## config.mk

```make
export PLATFORM = sky130hd
export DESIGN_NAME = led_ctrl
export DESIGN_NICKNAME = d
export VERILOG_FILES = /design/src/rtl/led_ctrl_pkg.sv /design/src/rtl/led_ctrl_chan.sv /design/src/rtl/led_ctrl.sv
export SDC_FILE = /design/constraint.sdc
export NUM_CORES = 1
export LEC_CHECK = 0
export ABC_CLOCK_PERIOD_IN_PS = 3300
export BUFFER_PORTS_ARGS = -buffer_cell sky130_fd_sc_hd__buf_2
export CAP_MARGIN = 20
export CORE_MARGIN = 2
export CORE_UTILIZATION = 51
export DETAILED_ROUTE_END_ITERATION = 8
export GPL_ROUTABILITY_DRIVEN = 0
export HOLD_SLACK_MARGIN = 0.08
export MAX_ROUTING_LAYER = met4
export PLACE_DENSITY = 0.71
export SYNTH_ARGS = -nofsm -noshare
export SYNTH_HDL_FRONTEND = slang
export SYNTH_SLANG_ARGS = --single-unit
```

## constraint.sdc

```tcl
create_clock -name clk -period 3.3 [get_ports clk]
set_clock_uncertainty 0.1 [all_clocks]
set_input_delay 0.165 -clock clk [delete_from_list [all_inputs] [get_ports clk]]
set_output_delay 0.165 -clock clk [all_outputs]
set_load 0.05 [all_outputs]
```

## src/rtl/led_ctrl_pkg.sv

```systemverilog
// led_ctrl_pkg: shared types and register field positions for the
// multi-channel LED controller (led_ctrl and led_ctrl_chan).
package led_ctrl_pkg;

  // Per-channel output mode, stored in CHk[1:0].
  typedef enum logic [1:0] {
    LED_OFF   = 2'd0,
    LED_ON    = 2'd1,
    LED_BLINK = 2'd2,
    LED_PWM   = 2'd3
  } led_mode_t;

  // Word address of the global control register; channels follow at 1..CH.
  localparam int CTRL_ADDR = 32'd0;

  // CTRL register fields.
  localparam int EN_BIT    = 32'd0;
  localparam int PRESC_LSB = 32'd8;

  // CHk register fields.
  localparam int MODE_LSB  = 32'd0;
  localparam int INV_BIT   = 32'd2;
  localparam int DUTY_LSB  = 32'd16;

  // Extract the mode field from a channel register write word.
  function automatic led_mode_t mode_field(input logic [31:0] word);
    return led_mode_t'(word[MODE_LSB +: 2]);
  endfunction

endpackage

```

## src/rtl/led_ctrl_chan.sv

```systemverilog
// led_ctrl_chan: one LED channel. Holds the channel's config register
// (MODE, DUTY, optional INV), its blink state and the registered pin.
// Build option: define LED_CTRL_INVERT_EN to store and apply CHk bit 2 (INV).
module led_ctrl_chan
  import led_ctrl_pkg::*;
#(
  parameter int DUTY_W = 8
) (
  input  logic              clk,
  input  logic              reset,
  input  logic              wr_sel,
  input  logic [31:0]       wr_data,
  input  logic              en,
  input  logic [DUTY_W-1:0] phase,
  input  logic              wrap,
  output logic [31:0]       cfg,
  output logic              led
);

  led_mode_t         mode_r;
  logic [DUTY_W-1:0] duty_r;
  logic              inv_s;
  logic              blink_r;
  logic              sel_s;
  logic              out_s;
  logic              led_r;
  logic              unused_s;

  // Only a few bits of the write word belong to this channel.
  assign unused_s = ^wr_data;

  // Channel configuration register: MODE and DUTY.
  always_ff @(posedge clk) begin
    if (reset) begin
      mode_r <= LED_OFF;
      duty_r <= '0;
    end else if (wr_sel) begin
      mode_r <= mode_field(wr_data);
      duty_r <= wr_data[DUTY_LSB +: DUTY_W];
    end
  end

`ifdef LED_CTRL_INVERT_EN
  logic inv_r;

  // Output inversion bit, stored only when the inversion option is built in.
  always_ff @(posedge clk) begin
    if (reset) begin
      inv_r <= 1'b0;
    end else if (wr_sel) begin
      inv_r <= wr_data[INV_BIT];
    end
  end

  assign inv_s = inv_r;
`else
  assign inv_s = 1'b0;
`endif

  // Blink state: toggles on each phase wrap, cleared outside BLINK mode or when disabled.
  always_ff @(posedge clk) begin
    if (reset) begin
      blink_r <= 1'b0;
    end else if (!en || (mode_r != LED_BLINK)) begin
      blink_r <= 1'b0;
    end else if (wrap) begin
      blink_r <= ~blink_r;
    end
  end

  // Mode selection, global gating, then optional inversion.
  always_comb begin
    sel_s = 1'b0;
    case (mode_r)
      LED_OFF:   sel_s = 1'b0;
      LED_ON:    sel_s = 1'b1;
      LED_BLINK: sel_s = blink_r;
      LED_PWM:   sel_s = (phase < duty_r);
      default:   sel_s = 1'b0;
    endcase
    if (!en) begin
      sel_s = 1'b0;
    end else begin
      sel_s = sel_s;
    end
    out_s = sel_s ^ inv_s;
  end

  // Registered LED pin.
  always_ff @(posedge clk) begin
    if (reset) begin
      led_r <= 1'b0;
    end else begin
      led_r <= out_s;
    end
  end

  // Register readback; unimplemented bits are zero.
  always_comb begin
    cfg                        = 32'd0;
    cfg[MODE_LSB +: 2]         = mode_r;
    cfg[INV_BIT]               = inv_s;
    cfg[DUTY_LSB +: DUTY_W]    = duty_r;
  end

  assign led = led_r;

endmodule

```

## src/rtl/led_ctrl.sv

```systemverilog
// led_ctrl: memory-mapped multi-channel LED controller. Holds CTRL
// (enable + prescaler), the shared prescaler/phase timebase and the
// registered read port; each channel lives in led_ctrl_chan.
// Build option: define LED_CTRL_INVERT_EN for per-channel output inversion.
module led_ctrl
  import led_ctrl_pkg::*;
#(
  parameter int CH      = 8,
  parameter int DUTY_W  = 8,
  parameter int PRESC_W = 8
) (
  input  logic                      clk,
  input  logic                      reset,
  input  logic                      wr_en,
  input  logic [$clog2(CH+1)-1:0]   wr_addr,
  input  logic [31:0]               wr_data,
  input  logic                      rd_en,
  input  logic [$clog2(CH+1)-1:0]   rd_addr,
  output logic [31:0]               rd_data,
  output logic                      rd_valid,
  output logic [CH-1:0]             led
);

  localparam int AW = $clog2(CH + 1);

  logic               ctrl_en_r;
  logic [PRESC_W-1:0] ctrl_presc_r;
  logic [PRESC_W-1:0] pcnt_r;
  logic [DUTY_W-1:0]  phase_r;
  logic               tick_s;
  logic               wrap_s;
  logic               ctrl_sel_s;
  logic [31:0]        ctrl_rd_s;
  logic [31:0]        rd_mux_s;
  logic [31:0]        rd_data_r;
  logic               rd_valid_r;
  logic [31:0]        chan_cfg_s [CH];

  assign ctrl_sel_s = wr_en && (wr_addr == AW'(CTRL_ADDR));

  // CTRL register: global enable and prescaler reload value.
  always_ff @(posedge clk) begin
    if (reset) begin
      ctrl_en_r    <= 1'b0;
      ctrl_presc_r <= '0;
    end else if (ctrl_sel_s) begin
      ctrl_en_r    <= wr_data[EN_BIT];
      ctrl_presc_r <= wr_data[PRESC_LSB +: PRESC_W];
    end
  end

  // Tick when the prescaler has reached (or passed) PRESC; wrap on the last phase step.
  always_comb begin
    if (ctrl_en_r && (pcnt_r >= ctrl_presc_r)) begin
      tick_s = 1'b1;
    end else begin
      tick_s = 1'b0;
    end
    wrap_s = tick_s && (&phase_r);
  end

  // Shared timebase: prescaler and phase, held at zero while disabled.
  always_ff @(posedge clk) begin
    if (reset) begin
      pcnt_r  <= '0;
      phase_r <= '0;
    end else if (!ctrl_en_r) begin
      pcnt_r  <= '0;
      phase_r <= '0;
    end else if (tick_s) begin
      pcnt_r  <= '0;
      phase_r <= phase_r + DUTY_W'(1'b1);
    end else begin
      pcnt_r  <= pcnt_r + PRESC_W'(1'b1);
    end
  end

  for (genvar g = 0; g < CH; g++) begin : g_chan
    logic chan_sel_s;
    assign chan_sel_s = wr_en && (wr_addr == AW'(g + 1));

    led_ctrl_chan #(
      .DUTY_W (DUTY_W)
    ) u_chan (
      .clk     (clk),
      .reset   (reset),
      .wr_sel  (chan_sel_s),
      .wr_data (wr_data),
      .en      (ctrl_en_r),
      .phase   (phase_r),
      .wrap    (wrap_s),
      .cfg     (chan_cfg_s[g]),
      .led     (led[g])
    );
  end

  // CTRL readback image; unimplemented bits are zero.
  always_comb begin
    ctrl_rd_s                        = 32'd0;
    ctrl_rd_s[EN_BIT]                = ctrl_en_r;
    ctrl_rd_s[PRESC_LSB +: PRESC_W]  = ctrl_presc_r;
  end

  // Read mux over CTRL and all channels; unmatched addresses read as zero.
  always_comb begin
    rd_mux_s = 32'd0;
    if (rd_addr == AW'(CTRL_ADDR)) begin
      rd_mux_s = ctrl_rd_s;
    end else begin
      for (int k = 0; k < CH; k++) begin
        rd_mux_s = rd_mux_s | ((rd_addr == AW'(k + 1)) ? chan_cfg_s[k] : 32'd0);
      end
    end
  end

  // Registered read port: data captured at the strobe edge, valid one cycle later.
  always_ff @(posedge clk) begin
    if (reset) begin
      rd_valid_r <= 1'b0;
      rd_data_r  <= 32'd0;
    end else begin
      rd_valid_r <= rd_en;
      if (rd_en) begin
        rd_data_r <= rd_mux_s;
      end
    end
  end

  assign rd_data  = rd_data_r;
  assign rd_valid = rd_valid_r;

endmodule
```

==> impl_metrics.prom <==
# TYPE chip_impl_metric gauge
chip_impl_info{name="status",value="finished clean"} 1
chip_impl_info{name="grt_setup_unrepaired",value="false"} 1
chip_impl_metric{name="track_usage",unit="%"} 26.8
chip_impl_metric{name="port_buffers",unit=""} 56
chip_impl_metric{name="cap_violations",unit=""} 0
chip_impl_metric{name="crit_fanout",unit=""} 11
chip_impl_metric{name="power.static_leakage",unit="nW"} 3.79
chip_impl_metric{name="post_route_cells_drive_above_1_share",unit="%"} 12.9
chip_impl_metric{name="synth_seq_cells",unit=""} 140
chip_impl_metric{name="num_rows",unit=""} 45
chip_impl_metric{name="floorplan.initialDensity",unit="%"} 52.0
chip_impl_metric{name="grt_use_met1",unit="%"} 33.6
chip_impl_metric{name="fillerInstances",unit=""} 1299
chip_impl_metric{name="drtPass1Iterations",unit=""} 5
chip_impl_metric{name="dr.first_iter.drc_count",unit=""} 432
chip_impl_metric{name="top_level_ports",unit=""} 85
chip_impl_metric{name="routed_via_density",unit=""} 5.72
chip_impl_metric{name="timing.final.setup_violations",unit=""} 0
chip_impl_metric{name="synth_cells",unit=""} 889
chip_impl_info{name="cts-root-buf",value="clkbuf_16"} 1
chip_impl_metric{name="cts_post_setup_buffers_inserted",unit=""} 0
chip_impl_metric{name="finalNetCount",unit=""} 1049
chip_impl_metric{name="dr_total_vias",unit=""} 6526
chip_impl_metric{name="cts_num_sinks",unit=""} 140
chip_impl_metric{name="dp_slack",unit="ps"} 980
chip_impl_info{name="min_path_type",value="input port to register"} 1
chip_impl_metric{name="synth-edff-count",unit=""} 0
chip_impl_metric{name="antenna_found_initial",unit=""} 0
chip_impl_info{name="endpoint_kind",value="register"} 1
chip_impl_metric{name="first_pass_grt_wire_length",unit="microns"} 32900
chip_impl_metric{name="wire_per_inst",unit="microns"} 18.0
chip_impl_metric{name="asyncSetResetFlopFracSynth",unit="%"} 0
chip_impl_metric{name="worst_slew_margin",unit="%"} 39.2
chip_impl_metric{name="cts_hold_buf",unit=""} 27
chip_impl_info{name="worst_setup_path_start_kind",value="register"} 1
chip_impl_info{name="synth_ff_type",value="dfxtp_1"} 1
chip_impl_metric{name="max-clock-path-buffers",unit=""} 2
chip_impl_metric{name="netSwitchingFraction",unit="%"} 21.7
chip_impl_metric{name="fp.dieArea",unit="sq um"} 16400
chip_impl_metric{name="postLayoutSetupSlackWorst",unit="ps"} 965
chip_impl_metric{name="syn_area_per_cell",unit="sq um"} 8.82
chip_impl_metric{name="remaining_global_route_overflow",unit=""} 0
chip_impl_metric{name="synth_cell_type_count",unit=""} 59
chip_impl_metric{name="drc_errors",unit=""} 0
chip_impl_metric{name="die_w",unit="microns"} 128
chip_impl_info{name="mostFrequentLayoutCell",value="dfxtp_1"} 1
chip_impl_metric{name="postcts_resize_cnt",unit=""} 0
chip_impl_metric{name="postRouteAntennaNets",unit=""} 0
chip_impl_metric{name="max_h_tree_level",unit=""} 4
chip_impl_info{name="most-common-layout-cells",value="dfxtp_1 (140), nor2_1 (136), mux2i_1 (107), inv_1 (77), ha_1 (66)"} 1
chip_impl_metric{name="num_antenna_cells",unit=""} 0
chip_impl_metric{name="design.core.area",unit="sq um"} 15100
chip_impl_metric{name="worst_pin_slew",unit="ps"} 912
chip_impl_metric{name="grt_start_max_net_pins",unit=""} 87
chip_impl_metric{name="wirelength_routed",unit="microns"} 20500
chip_impl_metric{name="timing.final.hold_violations",unit=""} 0
chip_impl_metric{name="share_clk_of_total_power",unit="%"} 53.3
chip_impl_metric{name="arrival",unit="ps"} 2580
chip_impl_metric{name="pwr-share-comb",unit="%"} 6.6
chip_impl_info{name="synth_largest_area_cell",value="dfxtp_1"} 1
chip_impl_metric{name="power.density",unit="nW/um^2"} 475
chip_impl_info{name="clock_tree_from_tritoncts",value="yes"} 1
chip_impl_metric{name="synth_warn",unit=""} 0
chip_impl_metric{name="synth_sequential_area_ratio",unit="%"} 35.7
chip_impl_metric{name="detailed_place_hpwl",unit="microns"} 14300
chip_impl_info{name="synth.area.top_cells",value="dfxtp_1 (36%), mux2i_1 (14%), ha_1 (11%)"} 1
chip_impl_metric{name="seqCellArea",unit="sq um"} 2800
chip_impl_metric{name="netlist_area",unit="sq um"} 7840
chip_impl_metric{name="fmax",unit="GHz"} 0.428
chip_impl_metric{name="globalRouteMet2Util",unit="%"} 42.2
chip_impl_metric{name="met3_resource_use_gr",unit="%"} 5.47
chip_impl_info{name="crit_path_category",value="register to register"} 1
chip_impl_metric{name="clock_insertion_delay_worst_skew",unit="ps"} 430
chip_impl_metric{name="finalCritPeriodShare",unit="%"} 70.7
chip_impl_metric{name="area_growth_syn_to_layout",unit="%"} 15.6
chip_impl_metric{name="number_of_global_route_vias_before_repair",unit=""} 6303
chip_impl_metric{name="p_sw",unit="mW"} 0.936
chip_impl_info{name="grt-busiest-layer",value="met2"} 1
chip_impl_metric{name="cts_inserted_buffers",unit=""} 17
chip_impl_metric{name="path_clk_slew",unit="ps"} 60
chip_impl_metric{name="cpPeakStageDelay",unit="ps"} 620
chip_impl_metric{name="max-vdd-ir-drop",unit="uV"} 397
chip_impl_info{name="crit_slowest_cell",value="dfxtp_1"} 1
chip_impl_metric{name="multiInputGateArea",unit="sq um"} 4400
chip_impl_metric{name="cell_internal_pwr",unit="mW"} 3.37
chip_impl_info{name="critical_path.cell_chain",value="ha_1, and3_1, nand4_1, nor3_1, a41o_1, mux2i_1"} 1
chip_impl_metric{name="worstPathRequired",unit="ps"} 3550
chip_impl_metric{name="die_h",unit="microns"} 128
chip_impl_metric{name="final_max_slew_viols",unit=""} 0
chip_impl_metric{name="netlist.area_leader.share",unit="%"} 35.7
chip_impl_metric{name="seq_power_share",unit="%"} 40.0
chip_impl_metric{name="fin_crit",unit="ps"} 2330
chip_impl_metric{name="setup-tns-final",unit="ps"} 0
-- cells in the mapped netlist (all sizes together) (4+ instances only) --
cell / number
a21boi: 8
a21oi: 45
a22oi: 8
a32oi: 5
and3: 5
buf: 47
clkbuf: 27
dfxtp: 140
ha: 66
inv: 77
mux2: 10
mux2i: 107
nand2: 30
nand2b: 6
nand3: 29
nand3b: 4
nand4b: 9
nor2: 137
nor2b: 7
nor3: 8
nor3b: 6
o2111ai: 16
o21ai: 28
o22ai: 12
o311ai: 5
or3: 5
or4b: 10
xor2: 4
-- area by class of cell --
cell class | count | share of cell area [%]
sequential | 140 | 30.9
clock inverter | 10 | 2.57
clock buffer | 22 | 5.34
inverter | 77 | 3.19
timing repair buffer | 92 | 6.84
tap | 188 | 2.59
multi-input combinational | 611 | 48.6
-- cell families (layout without fill, tap and decap cells) --
family	Yosys count	after routing	share of synthesized area, %
xor+xnor	7	7	0.782
buf+inv	151	201	8.96
flops	140	140	35.7
mux	119	119	15.7
fa+ha+maj	66	66	10.5
other cells	1	14	0.0478
simple gates	263	263	16.3
compound gates	142	142	12.0
-- state kept, by name, summed over array words and instances, names as in the netlist --
register / flops
rd_data: 18
g_chan.u_chan.blink_r: 8
phase_r: 8
g_chan.u_chan.duty_r: 64
g_chan.u_chan.led: 8
pcnt_r: 8
ctrl_presc_r: 8
ctrl_en_r: 1
g_chan.u_chan.mode_r: 16
rd_valid: 1
-- power groups by stage --
stage | combinational, mW | clock, mW | sequential (mW)
floorplan | 0.200 | 0 | 1.76
global placement | 0.260 | 0 | 1.76
detailed placement | 0.262 | 0 | 1.76
CTS | 0.283 | 2.32 | 1.72
global route | 0.307 | 2.40 | 1.73
finish | 0.286 | 2.30 | 1.72
-- path summary, 6_finish.rpt --
check                    from                        to  slack [ps]  depth (start not counted)
setup / recovery   phase_r[1]  g_chan[3].u_chan.blink_r         970                          6
setup reg to reg   phase_r[1]  g_chan[3].u_chan.blink_r         970                          6
hold reg to reg   rd_data[14]               rd_data[14]         370                          2
hold / removal          rd_en                rd_data[9]         140                          3
-- metrics by stage --
step	power (mW)	hold slack, ps	area [sq um]	std cells	utilization (%)
after floorplan	1.96	209	7890	902	-
after global placement	2.02	303	8080	1081	53.5
after detailed placement	2.02	308	8080	1081	53.5
after CTS	4.33	119	9070	1140	60.1
after global routing	4.43	145	9070	1140	60.1
final	4.31	137	9070	1140	60.1
-- per-layer routing --
layer / wire, microns / part of all wire, % / up-vias
met1: 9160 / 45 / 3095
li1: - / - / 3173
met5: 0 / 0 / -
met2: 9550 / 47 / 207
met4: 625 / 3.1 / 0
met3: 1130 / 5.5 / 51
-- critical path, delay by kind of cell (launching register included) --
kind / cells / cell delay (ps)
mux: 1 / 270
compound gates: 1 / 450
flops: 1 / 620
simple gates: 3 / 490
fa+ha+maj: 1 / 330
No activity file was read; power rests on OpenSTA's default activity.
